**src/rtl/uproc_mem_pkg.sv**
```systemverilog
// Shared types and widths for the unified instruction/data memory path.
// The fetch and MEM stages import the same widths so their buses match the arbiter.
package uproc_mem_pkg;

    localparam int MEM_ADDR_W = 8;
    localparam int MEM_DATA_W = 16;

    typedef enum logic [1:0] {
        IDLE  = 2'd0,
        ISSUE = 2'd1,
        WAIT  = 2'd2
    } arb_state_t;

    localparam logic PORT_IF = 1'b0;
    localparam logic PORT_DM = 1'b1;

endpackage

```
**src/rtl/mem_arb_pick.sv**
```systemverilog
// Winner select between fetch and data ports, with a streak counter that
// stops a busy data port from starving instruction fetch.
module mem_arb_pick
    import uproc_mem_pkg::*;
#(
    parameter int MAX_DM_STREAK = 4
) (
    input  logic CLOCK_50,
    input  logic RESET,
    input  logic if_req,
    input  logic dm_req,
    input  logic grant,
    output logic winner
);

    localparam int SW = $clog2(MAX_DM_STREAK + 1);
    localparam logic [SW-1:0] STREAK_MAX = SW'(MAX_DM_STREAK);

    logic [SW-1:0] streak_reg;

    always_comb begin
        winner = PORT_IF;
        if (dm_req && !(if_req && streak_reg == STREAK_MAX))
            winner = PORT_DM;
    end

    // The streak only grows while fetch is actually waiting behind the data port.
    always_ff @(posedge CLOCK_50 or posedge RESET) begin
        if (RESET) begin
            streak_reg <= '0;
        end else if (grant) begin
            if (winner == PORT_DM && if_req) begin
                if (streak_reg != STREAK_MAX)
                    streak_reg <= streak_reg + 1'b1;
            end else begin
                streak_reg <= '0;
            end
        end
    end

endmodule

```
**src/rtl/unified_mem_arbiter.sv**
```systemverilog
// Sequences the single-port unified memory between instruction fetch and data
// access: one access at a time, IDLE -> ISSUE -> WAIT(MEM_LAT) -> IDLE.
module unified_mem_arbiter
    import uproc_mem_pkg::*;
#(
    parameter int ADDR_W        = MEM_ADDR_W,
    parameter int DATA_W        = MEM_DATA_W,
    parameter int MEM_DEPTH     = 128,
    parameter int MEM_LAT       = 1,
    parameter int MAX_DM_STREAK = 4
) (
    input  logic              CLOCK_50,
    input  logic              RESET,
    input  logic              if_req,
    input  logic [ADDR_W-1:0] if_addr,
    output logic              if_gnt,
    output logic              if_rvalid,
    output logic [DATA_W-1:0] if_rdata,
    input  logic              dm_req,
    input  logic              dm_we,
    input  logic [ADDR_W-1:0] dm_addr,
    input  logic [DATA_W-1:0] dm_wdata,
    output logic              dm_gnt,
    output logic              dm_rvalid,
    output logic [DATA_W-1:0] dm_rdata,
    output logic              addr_err,
    output logic              mem_en,
    output logic              mem_we,
    output logic [ADDR_W-1:0] mem_addr,
    output logic [DATA_W-1:0] mem_wdata,
    input  logic [DATA_W-1:0] mem_rdata,
    output logic              busy
);

    localparam int CW = (MEM_LAT > 1) ? $clog2(MEM_LAT) : 1;
    localparam logic [ADDR_W:0] DEPTH_L = (ADDR_W + 1)'(MEM_DEPTH);

    arb_state_t    state_reg;
    logic [CW-1:0] lat_cnt_reg;
    logic          sel_port_reg;
    logic          sel_we_reg;
    logic          sel_oor_reg;

    logic              grant;
    logic              winner;
    logic [ADDR_W-1:0] req_addr;
    logic              req_we;
    logic              req_oor;

    assign grant    = (state_reg == IDLE) && (if_req || dm_req);
    assign req_addr = (winner == PORT_DM) ? dm_addr : if_addr;
    assign req_we   = (winner == PORT_DM) && dm_we;
    assign req_oor  = {1'b0, req_addr} >= DEPTH_L;

    mem_arb_pick #(
        .MAX_DM_STREAK(MAX_DM_STREAK)
    ) u_pick (
        .CLOCK_50(CLOCK_50),
        .RESET   (RESET),
        .if_req  (if_req),
        .dm_req  (dm_req),
        .grant   (grant),
        .winner  (winner)
    );

    always_ff @(posedge CLOCK_50 or posedge RESET) begin
        if (RESET) begin
            state_reg    <= IDLE;
            lat_cnt_reg  <= '0;
            sel_port_reg <= PORT_IF;
            sel_we_reg   <= 1'b0;
            sel_oor_reg  <= 1'b0;
            if_gnt       <= 1'b0;
            if_rvalid    <= 1'b0;
            if_rdata     <= '0;
            dm_gnt       <= 1'b0;
            dm_rvalid    <= 1'b0;
            dm_rdata     <= '0;
            addr_err     <= 1'b0;
            mem_en       <= 1'b0;
            mem_we       <= 1'b0;
            mem_addr     <= '0;
            mem_wdata    <= '0;
            busy         <= 1'b0;
        end else begin
            if_gnt    <= 1'b0;
            dm_gnt    <= 1'b0;
            if_rvalid <= 1'b0;
            dm_rvalid <= 1'b0;
            addr_err  <= 1'b0;
            mem_en    <= 1'b0;
            mem_we    <= 1'b0;
            case (state_reg)
                IDLE: begin
                    if (grant) begin
                        state_reg    <= ISSUE;
                        busy         <= 1'b1;
                        sel_port_reg <= winner;
                        sel_we_reg   <= req_we;
                        sel_oor_reg  <= req_oor;
                        if_gnt       <= (winner == PORT_IF);
                        dm_gnt       <= (winner == PORT_DM);
                        mem_en       <= !req_oor;
                        mem_we       <= req_we && !req_oor;
                        mem_addr     <= req_addr;
                        if (winner == PORT_DM)
                            mem_wdata <= dm_wdata;
                    end
                end
                ISSUE: begin
                    state_reg   <= WAIT;
                    lat_cnt_reg <= CW'(MEM_LAT - 1);
                end
                WAIT: begin
                    // Read data is sampled on the final WAIT edge, MEM_LAT cycles after mem_en.
                    if (lat_cnt_reg == '0) begin
                        state_reg <= IDLE;
                        busy      <= 1'b0;
                        addr_err  <= sel_oor_reg;
                        if (sel_port_reg == PORT_IF) begin
                            if_rvalid <= 1'b1;
                            if_rdata  <= sel_oor_reg ? '0 : mem_rdata;
                        end else begin
                            dm_rvalid <= 1'b1;
                            if (!sel_we_reg)
                                dm_rdata <= sel_oor_reg ? '0 : mem_rdata;
                        end
                    end else begin
                        lat_cnt_reg <= lat_cnt_reg - 1'b1;
                    end
                end
                default: begin
                    state_reg <= IDLE;
                    busy      <= 1'b0;
                end
            endcase
        end
    end

endmodule

```
**config.mk**
```make
export PLATFORM = sky130hd
export DESIGN_NAME = unified_mem_arbiter
export DESIGN_NICKNAME = d
export VERILOG_FILES = /design/src/rtl/uproc_mem_pkg.sv /design/src/rtl/mem_arb_pick.sv /design/src/rtl/unified_mem_arbiter.sv
export SDC_FILE = /design/constraint.sdc
export NUM_CORES = 1
export LEC_CHECK = 0
export BUFFER_PORTS_ARGS = -buffer_cell sky130_fd_sc_hd__clkbuf_2
export CAP_MARGIN = 20
export CORE_UTILIZATION = 48
export CTS_CLUSTER_SIZE = 20
export DETAILED_ROUTE_END_ITERATION = 8
export GPL_TIMING_DRIVEN = 0
export PLACE_DENSITY = 0.86
export SYNTH_ARGS = -nofsm -noshare
export SYNTH_HDL_FRONTEND = slang
export SYNTH_SLANG_ARGS = --single-unit
```
**constraint.sdc**
```tcl
create_clock -name CLOCK_50 -period 2.95 [get_ports CLOCK_50]
set_clock_uncertainty 0.15 [all_clocks]
set_input_delay 0.295 -clock CLOCK_50 [delete_from_list [all_inputs] [get_ports CLOCK_50]]
set_output_delay 0.295 -clock CLOCK_50 [all_outputs]
set_load 0.01 [all_outputs]
```
==> results.py, run 1 <==
metrics = {
    "outcome": {
        "run_status": "finished, violations left",
        "violations": "negative hold slack",
    },
    "clock_network": {
        "cts_tree": "built",
        "cts.sink_count": 72,
        "numCtsBuffers": 9,
        "htree_levels": 3,
        "clk_pin_slew_ns": 0.08,
        "post_cts_buffers": 0,
        "insertion_delay_ns": 0.33,
        "postCtsResizedCells": 0,
        "cts-root-buf": "clkbuf_8",
        "clockBufferDepth": 2,
    },
    "synthesis": {
        "netlist_instances": 256,
        "synth-edff-count": 0,
        "syn_nets": 311,
        "synth.area.top_cells": "dfrtp_1 (61%), o21ai_0 (4.4%), nand2_1 (4.3%)",
        "synth_flop_cell": "dfrtp_1",
        "netlist_area_um2": 2974,
        "synth_seq_cells": 72,
        "yosysSeqAreaShare_pct": 60.58,
        "yosysWarnings": 0,
        "ys_async_sr_fraction_pct": 100.0,
        "synth_top_area_cell": "dfrtp_1",
        "avgSynthCellArea_um2": 11.62,
        "synth_cell_types": 33,
        "synth_top_area_share_pct": 60.58,
    },
    "global_routing": {
        "grt_pass1_vias": 2198,
        "antenna_found_initial": 0,
        "grt_pass1_wl_um": 10160,
        "grt_max_degree": 73,
        "grt-ovfl-total": 0,
        "grtUsageTotal_pct": 20.79,
    },
    "final_layout": {
        "nets": 439,
        "areaGrowthSynthToFinish_pct": 31.17,
        "final_area_um2": 3901,
        "drive_gt1_share_pct": 44.73,
        "reg.largest.list": "dm_rdata x16, if_rdata x16, mem_wdata x16",
        "num_antenna_cells": 0,
        "fill_cells": 483,
        "mostFrequentLayoutCells": "clkbuf_2 (116), dfrtp_1 (72), nand2_1 (34)",
        "final_common_cell": "clkbuf_2",
    },
    "sta": {
        "fmax_mhz": 539.9,
        "drv_slew": 0,
        "fin_worst_hold_slack_ns": -0.02947,
        "setup_viol": 0,
        "tightestPinTransition_ns": 0.8606,
        "rsz0062_at_grt": "false",
        "hold_viol_final": 19,
        "fin_crit_ns": 1.852,
        "slew_headroom_pct": 42.63,
        "finalCritPeriodShare_pct": 62.79,
        "timing.final.ws_setup_ns": 1.098,
    },
    "die": {
        "die_height_um": 80.72,
        "die_area_um2": 6515,
        "fp.dieW_um": 80.72,
        "start_util_pct": 49.94,
        "core.rowCount": 28,
        "core_um2": 5956,
        "num_io_pins": 117,
    },
    "setup_path": {
        "r2r-start": "u_pick.streak_reg[0]$_DFFE_PP0P_",
        "worst_setup_path_end_kind": "register",
        "path_max_fanout": 10,
        "cp_common_cell": "nand3_1",
        "cp_slowest_cell": "dfrtp_1",
        "ff2ff_path_depth": 6,
        "criticalPathCategory": "register to register",
        "r2r_end": "mem_en$_DFF_PP0_",
        "worstPathBufferInverterCount": 2,
        "cp_cell_sequence": "inv_1 -> ha_1 -> nand3_1 -> clkbuf_1 -> nand3_1 -> and3_1",
        "crit_family": "simple AND/OR/NAND/NOR gates",
        "max_stage_delay_ns": 0.35,
        "critPathLaunchType": "register",
        "worstPathArrival_ns": 1.93,
        "rrSetupSlack_ns": 1.10,
        "critPathRequiredTime_ns": 3.02,
    },
    "pwr": {
        "power_density_nw_per_um2": 1103,
        "ir_drop_v": 0.0005464,
        "p_leak_nw": 2.011,
        "fin_total_pwr_mw": 4.303,
    },
    "detailed_routing": {
        "drt_iter0_markers": 82,
        "wire_per_inst_um": 13.88,
        "wirelength_um": 6439,
        "viasPerCell": 5.086,
        "drtPass1Iterations": 4,
        "antenna_left": 0,
        "vias": 2360,
        "drc": 0,
    },
    "place": {
        "hpwl_um": 4674,
        "dpl_cell_area_um2": 3651,
        "gp_congestion": 0.7888,
        "pre_cts_slack_ns": 1.106,
        "io_buffers": 116,
    },
    "min_path": {
        "hold_class": "primary input to asynchronous set/reset pin",
    },
    "job": {
        "maxCapViolCount": 0,
    },
}
## power breakdown
group / switching (mW) / internal, mW / total (mW)
Combinational: 0.912 / 0.771 / 1.68
Clock: 0.358 / 0.546 / 0.904
Sequential: 0.269 / 1.45 / 1.72
## area by class of cell
type / instances / area [um2] / area share, %
Clock inverter: 4 / 75.07 / 1.924
Timing Repair Buffer: 117 / 590.6 / 15.14
Inverter: 11 / 43.79 / 1.123
Sequential cell: 72 / 1802 / 46.18
Buffer: 15 / 97.59 / 2.502
Tap cell: 75 / 93.84 / 2.405
Clock buffer: 12 / 165.2 / 4.233
Multi-Input combinational cell: 158 / 1033 / 26.49
## Yosys cell counts, types with 2 or more instances
library cell	n
a21oi_1	10
a31oi_1	9
and3_1	2
buf_2	3
buf_6	5
clkbuf_1	7
dfrtp_1	72
ha_1	2
inv_1	9
inv_2	2
mux2_2	8
mux2_4	8
mux2i_1	2
nand2_1	34
nand2b_1	17
nand3_1	10
o21ai_0	26
o21ai_1	3
o21ai_2	13
## how the worst max path moves through the flow
stage / start / to / slack, ns / cells past startpoint
after floorplan: RESET / addr_err$_DFF_PP0_ / 0.68 / 1
after global placement: RESET / mem_addr[1]$_DFFE_PP0P_ / -0.11 / 2
after detailed placement: u_pick.streak_reg[0]$_DFFE_PP0P_ / mem_en$_DFF_PP0_ / 1.11 / 6
after CTS: u_pick.streak_reg[0]$_DFFE_PP0P_ / mem_en$_DFF_PP0_ / 1.10 / 6
after global routing: u_pick.streak_reg[0]$_DFFE_PP0P_ / mem_en$_DFF_PP0_ / 0.95 / 6
final: u_pick.streak_reg[0]$_DFFE_PP0P_ / mem_en$_DFF_PP0_ / 1.10 / 6
## layer usage
layer | GRT usage (%) | share of wire, %
met1 | 26.34 | 46
met2 | 34.66 | 47
met3 | 5.568 | 6.7
met4 | 6.607 | 1.1
met5 | 0 | 0
## worst register-to-register path: cells and delay by family, from the launching register on
family | cells | cell delay (ns)
flops | 1 | 0.35
fa+ha+maj | 1 | 0.24
buf+inv | 2 | 0.42
simple gates | 3 | 0.59
## through the flow
stage | instances | util [%] | setup TNS, ns
global placement | 447 | 61.26 | -7.684
finish | 464 | 65.50 | 0
CTS | 464 | 65.50 | 0
detailed placement | 447 | 61.30 | 0
floorplan | 256 | - | 0
global route | 464 | 65.50 | 0
## what timing repair did
item,CTS,global route
hold endpoints to repair,1,0
hold buffers,1,0
endpoints found under the setup margin,0,0
## cell families (layout without fill, tap and decap cells)
family	Yosys count	count (layout)	synth area share, %
AO/OA/AOI/OAI	64	64	13.08
adder cells (fa/ha/maj)	2	2	0.8413
buffers and inverters	26	159	4.670
multiplexers	18	18	7.741
AND/OR/NAND/NOR	74	74	13.08
flip-flops	72	72	60.58
Power figures use the tool's default switching activity.
==> run 2, diff against run 1 <==
- ABC_AREA: unset -> 1
- CORE_UTILIZATION: 48 -> 44
- PLACE_DENSITY: 0.86 -> 0.83
- clock period: 2.95 -> 1.65 ns (I/O delays scaled with it)
==> run 2 against run 1 <==
  * The flow now finishes without violations
  * Sequential power rose by 71%
  * Design area grew 14%
  * Critical path depth grew 2
  * Sequential share of layout area down 5.8 points
  * Global-route usage rose by 4.6 points
  * Clock power is 32% higher
  * Core utilization increased by 3.1 points
  * Wire length is 34% higher
  * Register-to-register slack got worse by 1.0 ns
  * Largest cell class unchanged
  * Largest power group is now combinational logic
==> results.py, run 2 <==
metrics = {
    "outcome": {
        "run_status": "complete, no violations",
    },
    "clock_network": {
        "numCtsBuffers": 9,
        "insertion_delay_ns": 0.33,
        "cts.sink_count": 72,
        "cts_tree": "built",
        "clockBufferDepth": 2,
        "htree_levels": 3,
        "cts-root-buf": "clkbuf_8",
        "clk_pin_slew_ns": 0.07,
    },
    "die": {
        "core.rowCount": 29,
        "core_um2": 6495,
        "die_area_um2": 7240,
        "num_io_pins": 117,
        "start_util_pct": 46.77,
        "fp.dieW_um": 85.09,
        "die_height_um": 85.09,
    },
    "detailed_routing": {
        "wire_per_inst_um": 14.10,
        "drtPass1Iterations": 5,
        "drc": 0,
        "drt_iter0_markers": 135,
        "antenna_left": 0,
        "wirelength_um": 8599,
        "vias": 3025,
        "viasPerCell": 4.959,
    },
    "synthesis": {
        "synth-edff-count": 0,
        "ys_async_sr_fraction_pct": 100.0,
        "netlist_instances": 350,
        "synth_seq_cells": 72,
        "avgSynthCellArea_um2": 8.680,
        "synth_top_area_share_pct": 59.31,
        "yosysSeqAreaShare_pct": 59.31,
        "yosysWarnings": 0,
        "syn_nets": 405,
        "synth_flop_cell": "dfrtp_1",
        "synth_top_area_cell": "dfrtp_1",
        "yosysMostFrequentCell": "nand2_1",
        "synth.area.top_cells": "dfrtp_1 (59%), nand2_1 (14%), o21ai_0 (6.6%)",
        "synth_cell_types": 19,
        "netlist_area_um2": 3038,
        "synth.top_cells.by_count": "nand2_1 (111), dfrtp_1 (72), inv_1 (42), o21ai_0 (40), nor2_1 (22)",
    },
    "setup_path": {
        "critPathLaunchType": "register",
        "path_max_fanout": 10,
        "worst_setup_path_end_kind": "register",
        "criticalPathCategory": "register to register",
        "critPathRequiredTime_ns": 1.70,
        "worstPathArrival_ns": 1.62,
    },
    "sta": {
        "rsz0062_at_grt": "false",
        "setup_viol": 0,
        "fin_worst_hold_slack_ns": 0.01037,
        "hold_viol_final": 0,
        "fin_crit_ns": 1.567,
        "fmax_mhz": 638.3,
        "drv_slew": 0,
        "slew_headroom_pct": 62.94,
        "tightestPinTransition_ns": 0.5547,
        "finalCritPeriodShare_pct": 94.95,
    },
    "final_layout": {
        "areaGrowthSynthToFinish_pct": 46.75,
        "nets": 585,
        "mostFrequentLayoutCells": "clkbuf_2 (117), nand2_1 (111), dfrtp_1 (72)",
        "final_area_um2": 4458,
        "drive_gt1_share_pct": 30.21,
        "fin_cells": 610,
        "reg.largest.list": "dm_rdata x16, if_rdata x16, mem_wdata x16",
        "num_antenna_cells": 0,
        "final_common_cell": "clkbuf_2",
    },
    "global_routing": {
        "grt_pass1_wl_um": 14320,
        "grtUsageTotal_pct": 25.42,
        "antenna_found_initial": 0,
        "grt-ovfl-total": 0,
        "grt_max_degree": 27,
        "grt_pass1_vias": 3143,
    },
    "pwr": {
        "ir_drop_v": 0.0008750,
        "power_density_nw_per_um2": 1598,
        "p_leak_nw": 2.460,
    },
    "job": {
        "maxCapViolCount": 0,
    },
    "place": {
        "dpl_cell_area_um2": 3766,
        "hpwl_um": 5340,
        "io_buffers": 116,
        "dpl.cell_count": 545,
        "gp_congestion": 0.8093,
    },
    "min_path": {
        "hold_class": "primary input to register",
    },
}
[run 2: changes by cell type in the layout (fill, tap and decap cells not counted), sizes merged, moves of 11 or more]
cell,delta
nand2,+79
dlygate4sd3,+47
inv,+32
nor2,+24
nand2b,-17
mux2,-16
nand3,+11
[run 2: per-stage QoR]
step | util [%] | setup TNS [ns] | power [mW] | worst slack, ns
floorplan | - | 0 | 4.535 | 0.2055
global placement | 57.25 | -0.03959 | 5.608 | -0.01073
detailed placement | 57.99 | -0.3654 | 5.743 | -0.05843
CTS | 67.98 | 0 | 7.013 | 0.003295
global route | 68.64 | 0 | 7.634 | 0.006332
finish | 68.64 | 0 | 7.123 | 0.08330
[run 2: layout make-up]
| type | instances | area [um2] |
|---|---|---|
| Fill cell | 506 | 2037 |
| Sequential cell | 72 | 1802 |
| Timing Repair Buffer | 169 | 1131 |
| Multi-Input combinational cell | 216 | 996.0 |
| Inverter | 44 | 168.9 |
| Clock buffer | 10 | 137.6 |
| Buffer | 18 | 103.9 |
| Tap cell | 77 | 96.34 |
| Clock inverter | 4 | 22.52 |
[run 2: per-layer routing]
layer | wire, um | vias up | part of all wire, % | GRT usage, %
met5 | 0 | - | 0 | 0
met4 | 153 | 0 | 1.8 | 11.25
met3 | 634 | 19 | 7.4 | 4.280
met2 | 4268 | 155 | 50 | 44.43
met1 | 3543 | 1412 | 41 | 30.99
li1 | - | 1439 | - | -
[run 2: timing repair]
item                                    4_1_cts  5_1_grt
buffers inserted                              1        2
endpoints found under the setup margin       11       25
gates resized for setup                       1       11
pin swaps                                     1        1
hold endpoints to repair                     69        0
hold buffers                                 48        0
[run 2: power by group]
group	switching (mW)	internal, mW	total, mW
Clock	0.628	0.562	1.19
Sequential	0.426	2.52	2.94
Combinational	1.83	1.16	2.99
Total	2.89	4.24	7.12
[run 2: worst max-delay path: stages, from the launching register on]
cell	delay (ns)
dfrtp_1	0.39
inv_1	0.12
ha_4	0.16
nand3_4	0.10
nand2_4	0.13
nor2_4	0.06
buf_4	0.17
nand2_1	0.07
nand3_1	0.09
[run 2: logic make-up (layout without fill, tap and decap cells)]
| group | Yosys count | count (layout) | synth area share, % |
|---|---|---|---|
| compound gates | 52 | 52 | 8.566 |
| xor+xnor | 1 | 1 | 0.2884 |
| fa+ha+maj | 2 | 2 | 0.8236 |
| buf+inv | 62 | 245 | 8.732 |
| flops | 72 | 72 | 59.31 |
| simple gates | 161 | 161 | 22.28 |
[run 2: final timing paths]
kind | start | to | slack, ns | depth (start not counted)
max in group asynchronous | RESET | mem_wdata[14]$_DFFE_PP0P_ | 0.58 | 4
min reg2reg | busy$_DFFE_PP0P_ | busy$_DFFE_PP0P_ | 0.33 | 2
max reg2reg | u_pick.streak_reg[1]$_DFFE_PP0P_ | mem_addr[2]$_DFFE_PP0P_ | 0.08 | 8
max | u_pick.streak_reg[1]$_DFFE_PP0P_ | mem_addr[2]$_DFFE_PP0P_ | 0.08 | 8
min | mem_rdata[0] | if_rdata[0]$_DFFE_PP0P_ | 0.01 | 5
min in group asynchronous | RESET | if_gnt$_DFF_PP0_ | 0.27 | 3
